### src/rtl/fmcw_frame_ctrl_if.sv
// -----------------------------------------------------------------------------
// fmcw_frame_ctrl_if
//   Handshake bundle between the FMCW frame sequencer and the processing chain.
//
//   Requests/status into the sequencer:
//     start, cont_mode, adf_done, window_valid, fft_done, xfer_empty
//   Enables/status out of the sequencer:
//     adf_en, fir_en, fifo_wren, fifo_rden, fft_en, busy,
//     chirp_idx[CHIRP_W], frame_done, timeout_err
//
//   slave  : the sequencer side (fmcw_frame_ctrl)
//   master : the environment side that issues requests and consumes enables
//   CHIRP_W must match the CHIRP_W of the attached fmcw_frame_ctrl.
// -----------------------------------------------------------------------------
interface fmcw_frame_ctrl_if #(
    parameter int CHIRP_W = 8
);
    logic               start;
    logic               cont_mode;
    logic               adf_done;
    logic               window_valid;
    logic               fft_done;
    logic               xfer_empty;

    logic               adf_en;
    logic               fir_en;
    logic               fifo_wren;
    logic               fifo_rden;
    logic               fft_en;
    logic               busy;
    logic [CHIRP_W-1:0] chirp_idx;
    logic               frame_done;
    logic               timeout_err;

    modport master (
        output start, cont_mode, adf_done, window_valid, fft_done, xfer_empty,
        input  adf_en, fir_en, fifo_wren, fifo_rden, fft_en, busy,
               chirp_idx, frame_done, timeout_err
    );

    modport slave (
        input  start, cont_mode, adf_done, window_valid, fft_done, xfer_empty,
        output adf_en, fir_en, fifo_wren, fifo_rden, fft_en, busy,
               chirp_idx, frame_done, timeout_err
    );
endinterface

### src/rtl/fmcw_frame_ctrl.sv
// -----------------------------------------------------------------------------
// fmcw_frame_ctrl
//   Frame sequencer for the FMCW radar chain. Each frame is N_CHIRPS chirps;
//   every chirp walks CFG (ADF ramp setup) -> ACQ (N_SAMPLES windowed writes
//   into the FIFO) -> FFT -> XFER (host drain). Frames run single-shot on
//   start, or back-to-back while cont_mode is high at frame end. A per-phase
//   watchdog returns to IDLE and raises a sticky timeout_err if a phase stalls.
//
//   Ports:
//     clk  : system clock
//     rst  : synchronous, active-high reset
//     bus  : fmcw_frame_ctrl_if.slave handshake bundle
//            in : start, cont_mode, adf_done, window_valid, fft_done, xfer_empty
//            out: adf_en, fir_en, fifo_wren, fifo_rden, fft_en, busy,
//                 chirp_idx, frame_done, timeout_err
//
//   Enables and busy are decoded from the state register; chirp_idx,
//   frame_done and timeout_err are registered.
// -----------------------------------------------------------------------------
module fmcw_frame_ctrl #(
    parameter int N_SAMPLES    = 1024,  // FIFO writes per chirp (>= 2)
    parameter int N_CHIRPS     = 1,     // chirps per frame (>= 1)
    parameter int CHIRP_W      = 8,     // chirp_idx width, 2**CHIRP_W >= N_CHIRPS
    parameter int FFT_EN_DELAY = 1,     // cycles fifo_rden leads fft_en (0..15)
    parameter int TIMEOUT      = 65535  // per-phase cycle limit, 0 = no watchdog
) (
    input  logic                clk,
    input  logic                rst,
    fmcw_frame_ctrl_if.slave    bus
);

    localparam int SAMP_W = $clog2(N_SAMPLES);
    localparam int DLY_W  = (FFT_EN_DELAY > 0) ? $clog2(FFT_EN_DELAY + 1) : 1;
    localparam int WD_W   = (TIMEOUT > 0) ? $clog2(TIMEOUT + 1) : 1;
    localparam bit WD_EN  = (TIMEOUT > 0);

    localparam logic [SAMP_W-1:0]  LAST_SAMPLE = SAMP_W'(N_SAMPLES - 1);
    localparam logic [DLY_W-1:0]   FFT_DELAY   = DLY_W'(FFT_EN_DELAY);
    localparam logic [CHIRP_W-1:0] LAST_CHIRP  = CHIRP_W'(N_CHIRPS - 1);
    // Value held by the watchdog on the TIMEOUT-th cycle spent in one phase.
    localparam logic [WD_W-1:0]    WD_LAST     = WD_EN ? WD_W'(TIMEOUT - 1) : '0;

    typedef enum logic [2:0] {
        IDLE,
        CFG,
        ACQ,
        FFT,
        XFER
    } state_e;

    state_e             state_q,       state_d;
    logic [SAMP_W-1:0]  samp_q,        samp_d;
    logic [DLY_W-1:0]   dly_q,         dly_d;
    logic [WD_W-1:0]    wd_q,          wd_d;
    logic [CHIRP_W-1:0] chirp_q,       chirp_d;
    logic               frame_done_q,  frame_done_d;
    logic               timeout_err_q, timeout_err_d;

    logic adf_en;
    logic fir_en;
    logic fifo_wren;
    logic fifo_rden;
    logic fft_en;
    logic wd_trip;

    // Watchdog fires on the last permitted cycle of an active phase.
    assign wd_trip = WD_EN && (state_q != IDLE) && (wd_q == WD_LAST);

    // -------------------------------------------------------------------------
    // Next-state and output decode
    // -------------------------------------------------------------------------
    always_comb begin
        // NOTE: every signal driven here gets a default first, so no path
        // through the case statement leaves one unassigned (no latch).
        state_d       = state_q;
        samp_d        = samp_q;
        dly_d         = dly_q;
        chirp_d       = chirp_q;
        wd_d          = wd_q;
        frame_done_d  = 1'b0;
        timeout_err_d = timeout_err_q;
        adf_en        = 1'b0;
        fir_en        = 1'b0;
        fifo_wren     = 1'b0;
        fifo_rden     = 1'b0;
        fft_en        = 1'b0;

        unique case (state_q)
            IDLE: begin
                // start is only honoured here, so a start while busy is a no-op.
                if (bus.start) begin
                    timeout_err_d = 1'b0;
                end
                if (bus.start || bus.cont_mode) begin
                    state_d = CFG;
                end
            end

            CFG: begin
                adf_en = 1'b1;
                if (bus.adf_done) begin
                    state_d = ACQ;
                    samp_d  = '0;
                end
            end

            ACQ: begin
                adf_en    = 1'b1;
                fir_en    = 1'b1;
                fifo_wren = bus.window_valid;
                if (bus.window_valid) begin
                    if (samp_q == LAST_SAMPLE) begin
                        // Last write of the chirp; the delay counter is primed
                        // here so the first FFT cycle sees zero.
                        state_d = FFT;
                        dly_d   = '0;
                    end else begin
                        samp_d = samp_q + 1'b1;
                    end
                end
            end

            FFT: begin
                fifo_rden = 1'b1;
                fft_en    = (dly_q == FFT_DELAY);
                // Saturate at the programmed delay so fft_en holds until exit.
                if (dly_q != FFT_DELAY) begin
                    dly_d = dly_q + 1'b1;
                end
                if (bus.fft_done) begin
                    state_d = XFER;
                end
            end

            XFER: begin
                if (bus.xfer_empty) begin
                    if (chirp_q == LAST_CHIRP) begin
                        // Frame end is the only point cont_mode is looked at.
                        chirp_d      = '0;
                        frame_done_d = 1'b1;
                        state_d      = bus.cont_mode ? CFG : IDLE;
                    end else begin
                        chirp_d = chirp_q + 1'b1;
                        state_d = CFG;
                    end
                end
            end

            default: begin
                state_d = IDLE;
            end
        endcase

        // The watchdog overrides any phase exit decided above.
        if (wd_trip) begin
            state_d       = IDLE;
            chirp_d       = '0;
            frame_done_d  = 1'b0;
            timeout_err_d = 1'b1;
        end

        // Per-phase cycle count: restarts on every state change.
        if (state_d != state_q) begin
            wd_d = '0;
        end else if (WD_EN && (state_q != IDLE)) begin
            wd_d = wd_q + 1'b1;
        end
    end

    // -------------------------------------------------------------------------
    // State registers
    // -------------------------------------------------------------------------
    always_ff @(posedge clk) begin
        // NOTE: non-blocking assignments make every flop sample the values
        // from before this edge, independent of statement order.
        if (rst) begin
            state_q       <= IDLE;
            samp_q        <= '0;
            dly_q         <= '0;
            wd_q          <= '0;
            chirp_q       <= '0;
            frame_done_q  <= 1'b0;
            timeout_err_q <= 1'b0;
        end else begin
            state_q       <= state_d;
            samp_q        <= samp_d;
            dly_q         <= dly_d;
            wd_q          <= wd_d;
            chirp_q       <= chirp_d;
            frame_done_q  <= frame_done_d;
            timeout_err_q <= timeout_err_d;
        end
    end

    // -------------------------------------------------------------------------
    // Outputs
    // -------------------------------------------------------------------------
    assign bus.adf_en      = adf_en;
    assign bus.fir_en      = fir_en;
    assign bus.fifo_wren   = fifo_wren;
    assign bus.fifo_rden   = fifo_rden;
    assign bus.fft_en      = fft_en;
    assign bus.busy        = (state_q != IDLE);
    assign bus.chirp_idx   = chirp_q;
    assign bus.frame_done  = frame_done_q;
    assign bus.timeout_err = timeout_err_q;

endmodule

### src/flat_wrapper.sv
// flat-port wrapper written by rule: the top's interface ports become plain ports
module fmcw_frame_ctrl_flat 
#(
    parameter int N_SAMPLES    = 1024,                                 
    parameter int N_CHIRPS     = 1,                               
    parameter int CHIRP_W      = 8,                                               
    parameter int FFT_EN_DELAY = 1,                                             
    parameter int TIMEOUT      = 65535                                           
)
  (clk, rst, bus_start, bus_cont_mode, bus_adf_done, bus_window_valid, bus_fft_done, bus_xfer_empty, bus_adf_en, bus_fir_en, bus_fifo_wren, bus_fifo_rden, bus_fft_en, bus_busy, bus_chirp_idx, bus_frame_done, bus_timeout_err);
  fmcw_frame_ctrl_if #(.CHIRP_W(CHIRP_W)) bus_i ();
  input  logic clk;
  input  logic rst;
  input wire logic [$bits(bus_i.start)-1:0] bus_start;
  input wire logic [$bits(bus_i.cont_mode)-1:0] bus_cont_mode;
  input wire logic [$bits(bus_i.adf_done)-1:0] bus_adf_done;
  input wire logic [$bits(bus_i.window_valid)-1:0] bus_window_valid;
  input wire logic [$bits(bus_i.fft_done)-1:0] bus_fft_done;
  input wire logic [$bits(bus_i.xfer_empty)-1:0] bus_xfer_empty;
  output wire logic [$bits(bus_i.adf_en)-1:0] bus_adf_en;
  output wire logic [$bits(bus_i.fir_en)-1:0] bus_fir_en;
  output wire logic [$bits(bus_i.fifo_wren)-1:0] bus_fifo_wren;
  output wire logic [$bits(bus_i.fifo_rden)-1:0] bus_fifo_rden;
  output wire logic [$bits(bus_i.fft_en)-1:0] bus_fft_en;
  output wire logic [$bits(bus_i.busy)-1:0] bus_busy;
  output wire logic [$bits(bus_i.chirp_idx)-1:0] bus_chirp_idx;
  output wire logic [$bits(bus_i.frame_done)-1:0] bus_frame_done;
  output wire logic [$bits(bus_i.timeout_err)-1:0] bus_timeout_err;
  assign bus_i.start = bus_start;
  assign bus_i.cont_mode = bus_cont_mode;
  assign bus_i.adf_done = bus_adf_done;
  assign bus_i.window_valid = bus_window_valid;
  assign bus_i.fft_done = bus_fft_done;
  assign bus_i.xfer_empty = bus_xfer_empty;
  assign bus_adf_en = bus_i.adf_en;
  assign bus_fir_en = bus_i.fir_en;
  assign bus_fifo_wren = bus_i.fifo_wren;
  assign bus_fifo_rden = bus_i.fifo_rden;
  assign bus_fft_en = bus_i.fft_en;
  assign bus_busy = bus_i.busy;
  assign bus_chirp_idx = bus_i.chirp_idx;
  assign bus_frame_done = bus_i.frame_done;
  assign bus_timeout_err = bus_i.timeout_err;
  fmcw_frame_ctrl #(.N_SAMPLES(N_SAMPLES), .N_CHIRPS(N_CHIRPS), .CHIRP_W(CHIRP_W), .FFT_EN_DELAY(FFT_EN_DELAY), .TIMEOUT(TIMEOUT)) u_core (.clk(clk), .rst(rst), .bus(bus_i));
endmodule
### config.mk
export PLATFORM = sky130hd
export DESIGN_NAME = fmcw_frame_ctrl_flat
export DESIGN_NICKNAME = d
export VERILOG_FILES = /design/src/rtl/fmcw_frame_ctrl_if.sv /design/src/rtl/fmcw_frame_ctrl.sv /design/src/flat_wrapper.sv
export SDC_FILE = /design/constraint.sdc
export NUM_CORES = 1
export LEC_CHECK = 0
export CAP_MARGIN = 20
export CELL_PAD_IN_SITES_DETAIL_PLACEMENT = 0
export CELL_PAD_IN_SITES_GLOBAL_PLACEMENT = 1
export CORE_MARGIN = 1.5
export CORE_UTILIZATION = 37
export CTS_CLUSTER_DIAMETER = 40
export DETAILED_ROUTE_END_ITERATION = 10
export PLACE_DENSITY = 0.66
export SYNTH_ARGS = -nofsm -noshare
export SYNTH_HDL_FRONTEND = slang
export SYNTH_SLANG_ARGS = --single-unit
export TNS_END_PERCENT = 5
### constraint.sdc
create_clock -name clk -period 2.62 [get_ports clk]
set_clock_uncertainty 0.2 [all_clocks]
set_input_delay 0.524 -clock clk [delete_from_list [all_inputs] [get_ports clk]]
set_output_delay 0.524 -clock clk [all_outputs]
set_load 0.03 [all_outputs]
==> qor.csv <==
stage,metric,value,unit
timing,Final Cycle Share,94.7,%
place,PortBufs,23,
yosys,Syn Std Cell Area,0.00211,sq mm
detailed_routing,Detailed Routing Iterations Pass 1,4,
worst_setup_path,Worst setup EP type,primary output,
worst_hold_path,Worst Hold Class,flop to flop,
detailed_routing,ANT nets after route,0,
detailed_routing,Residual DRC,0,
yosys,syn avg cell area,9.20,sq um
grt,number of global-route vias before repair,1613,
yosys,Post-synth EDFFs,0,
pwr,Cell Pwr Density,491,mW/mm^2
grt,GRT busiest layer,met2,
worst_setup_path,crit-path max FO,8,
worst_setup_path,Worst setup SP type,flop,
final_layout,Util after Layout,46.7,%
yosys,YS warnings,0,
yosys,Synth Area in Compound Gates,10.2,%
detailed_routing,drt via density,4.90,
worst_setup_path,crit-path cells,"buf_4, xnor2_1, nor2_1, clkdlybuf4s50_1",
timing,Slew @ Worst Pin,0.508,ns
grt,M2 GR Usage,24.2,%
timing,Worst slew margin,66.2,%
worst_setup_path,critical path's largest stage delay,0.67,ns
grt,met1 usage in global routing,22.0,%
worst_setup_path,CP required,1.90,ns
yosys,multiplexer share of the synthesized area,0.475,%
die,die height,78.5,microns
yosys,"Distinct cells, synth",47,
grt,GRT Residual Overflow,0,
grt,global routing usage on met3,3.02,%
die,IO Pins,24,
final_layout,NumNets Final,276,
yosys,dominant synthesized flop cell,dfxtp_1,
worst_setup_path,critical path class,flop to primary output,
yosys,"FFs w/ async S/R, synth",0,%
worst_setup_path,CP arrival,1.76,ns
clock_tree,hold_buf cts,0,
final_layout,share of cells above drive strength 1,14.8,%
job,maxcap violations,0,
pwr,worst vdd ir,0.000238,V
worst_setup_path,CP max stage cell,clkdlybuf4s50_1,
grt,first-pass GRT wire length,7670,microns
detailed_routing,DR iter-0 viols,92,
pwr,leak pwr,0.000952,uW
grt,largest net degree at the start of global routing,17,
timing,fmax,403,MHz
final_layout,Area Overhead vs Synth,22.1,%
timing,fin crit period,2.48,ns
yosys,XOR/XNOR Fraction of Synth Area,13.3,%
detailed_routing,vias,1647,
place,placer congestion estimate,0.732,
final_layout,Ant. Diodes,0,
final_layout,Fillers,556,
yosys,Gate Count Post-Synth,229,
yosys,post-synthesis simple-gate area fraction,30.3,%
clock_tree,"CTS clk-pin slew, worst paths",0.07,ns
yosys,register area share after synthesis,38.0,%
clock_tree,Clock Tree Root,clkbuf_8,
clock_tree,cts bufs inserted,5,
clock_tree,H-tree levels,2,
final_layout,design area,0.00257,sq mm
place,"worst slack, placed",-0.0765,ns
place,HPWL after DPL,3120,microns
die,Die X,78.5,microns
grt,overall routing resource usage,15.8,%
final_layout,"leading cell type in the layout, fill and taps excluded",dfxtp_1,
clock_tree,Clock Latency Late Sink,0.29,ns
timing,hold slack,0.283,ns
clock_tree,clock buffer depth,2,
yosys,Synth area leader,dfxtp_1,
yosys,synthesized flop and latch total,40,
yosys,Synth Area in Adders,2.97,%
timing,RSZ-0062 raised after global routing,no,
yosys,top-area cell type share of the netlist area,38.0,%
clock_tree,CTS tree,done,
timing,final hold violations,0,
die,FP Rows,27,
detailed_routing,WL/cell,12.8,microns
yosys,largest family of logic cells by synthesized area,simple AND/OR/NAND/NOR gates,
timing,final setup margin,0.139,ns
place,Placement Cell Area,0.00248,sq mm
grt,initial antenna violation count,0,
timing,final setup fails,0,
outcome,outcome,finished clean,
timing,Sum Neg Setup Slack,0,ns
timing,pins over their slew limit,0,
die,Initial Utilization,38.3,%
yosys,Syn Nets,242,
final_layout,most frequent cells in the layout,"dfxtp_1, nor2_1, xor2_1, clkdlybuf4s50_1, nand2_1",
clock_tree,# clock sinks,40,
die,DIE AREA,0.00616,sq mm
die,core footprint,0.00551,sq mm
yosys,Synth area leaders,"dfxtp_1, xor2_1, nor2_1",
detailed_routing,WL final,4320,microns
[power breakdown]
part           internal [uW]  total [uW]  switching, uW
Sequential               617         628           11.1
Combinational           93.3         217            124
Clock                    215         419            204
[metal layers]
layer | part of all wire [%] | vias up
met5 | 0 | -
met4 | 1.4 | 0
met3 | 3.5 | 7
met2 | 44 | 26
met1 | 51 | 746
li1 | - | 868
[area by class of cell]
class / instances / area [sq um] / area share (%)
Tap cell: 72 / 90.1 / 3.50
Inverter: 9 / 33.8 / 1.31
Sequential cell: 40 / 802 / 31.2
Timing Repair Buffer: 36 / 350 / 13.6
Multi-Input combinational cell: 171 / 1210 / 46.9
Clock buffer: 8 / 90.1 / 3.50
[timing repair]
| item | 4_1_cts | 5_1_grt |
|---|---|---|
| setup buffers | 0 | 0 |
| setup endpoints to repair | 0 | 1 |
| gates resized for setup | 0 | 1 |
[Yosys cell counts (3+ instances only)]
master,number
dfxtp_1,40
o211ai_1,4
and3_1,6
a21oi_1,6
nand3_1,5
and2_1,7
xor2_1,26
nor3_1,7
xnor2_1,6
nand4_1,8
clkbuf_1,4
and4_1,6
nor3_2,10
o2111ai_1,3
ha_1,5
inv_1,9
nor2_1,29
nand2_1,13
[worst max-delay path, delay by kind of cell (launching register included)]
family / cells / cell delay, ns
simple gates: 1 / 0.09
buf+inv: 2 / 0.87
xor+xnor: 1 / 0.07
flops: 1 / 0.44
[cells by family (layout without fill, tap and decap cells)]
| logic type | Yosys count | count (layout) |
|---|---|---|
| compound gates | 26 | 26 |
| buf+inv | 18 | 53 |
| mux | 1 | 1 |
| simple gates | 107 | 107 |
| fa+ha+maj | 5 | 5 |
| xor+xnor | 32 | 32 |
| flops | 40 | 40 |
[metrics by stage]
stage / power, uW / instances
2_1_floorplan: 780 / 229
3_3_place_gp: 861 / 328
3_5_place_dp: 861 / 328
4_1_cts: 1290 / 336
5_1_grt: 1330 / 336
6_report: 1260 / 336
[path summary, 6_finish.rpt]
kind                            from                     end  slack (ns)  cells after the start
max                u_core.state_q[0]              bus_adf_en        0.14                      4
min           u_core.bus.timeout_err  u_core.bus.timeout_err        0.28                      2
max reg2reg  u_core.bus.chirp_idx[0]          u_core.wd_q[1]        0.35                      8
min reg2reg   u_core.bus.timeout_err  u_core.bus.timeout_err        0.28                      2
[flip-flops by register name, summed over array words and instances, names as in the netlist]
name / flops
u_core.wd_q: 16
u_core.samp_q: 10
u_core.bus.chirp_idx: 8
u_core.state_q: 3
u_core.bus.frame_done: 1
u_core.bus.timeout_err: 1
u_core.dly_q: 1
Power figures use the tool's default switching activity.
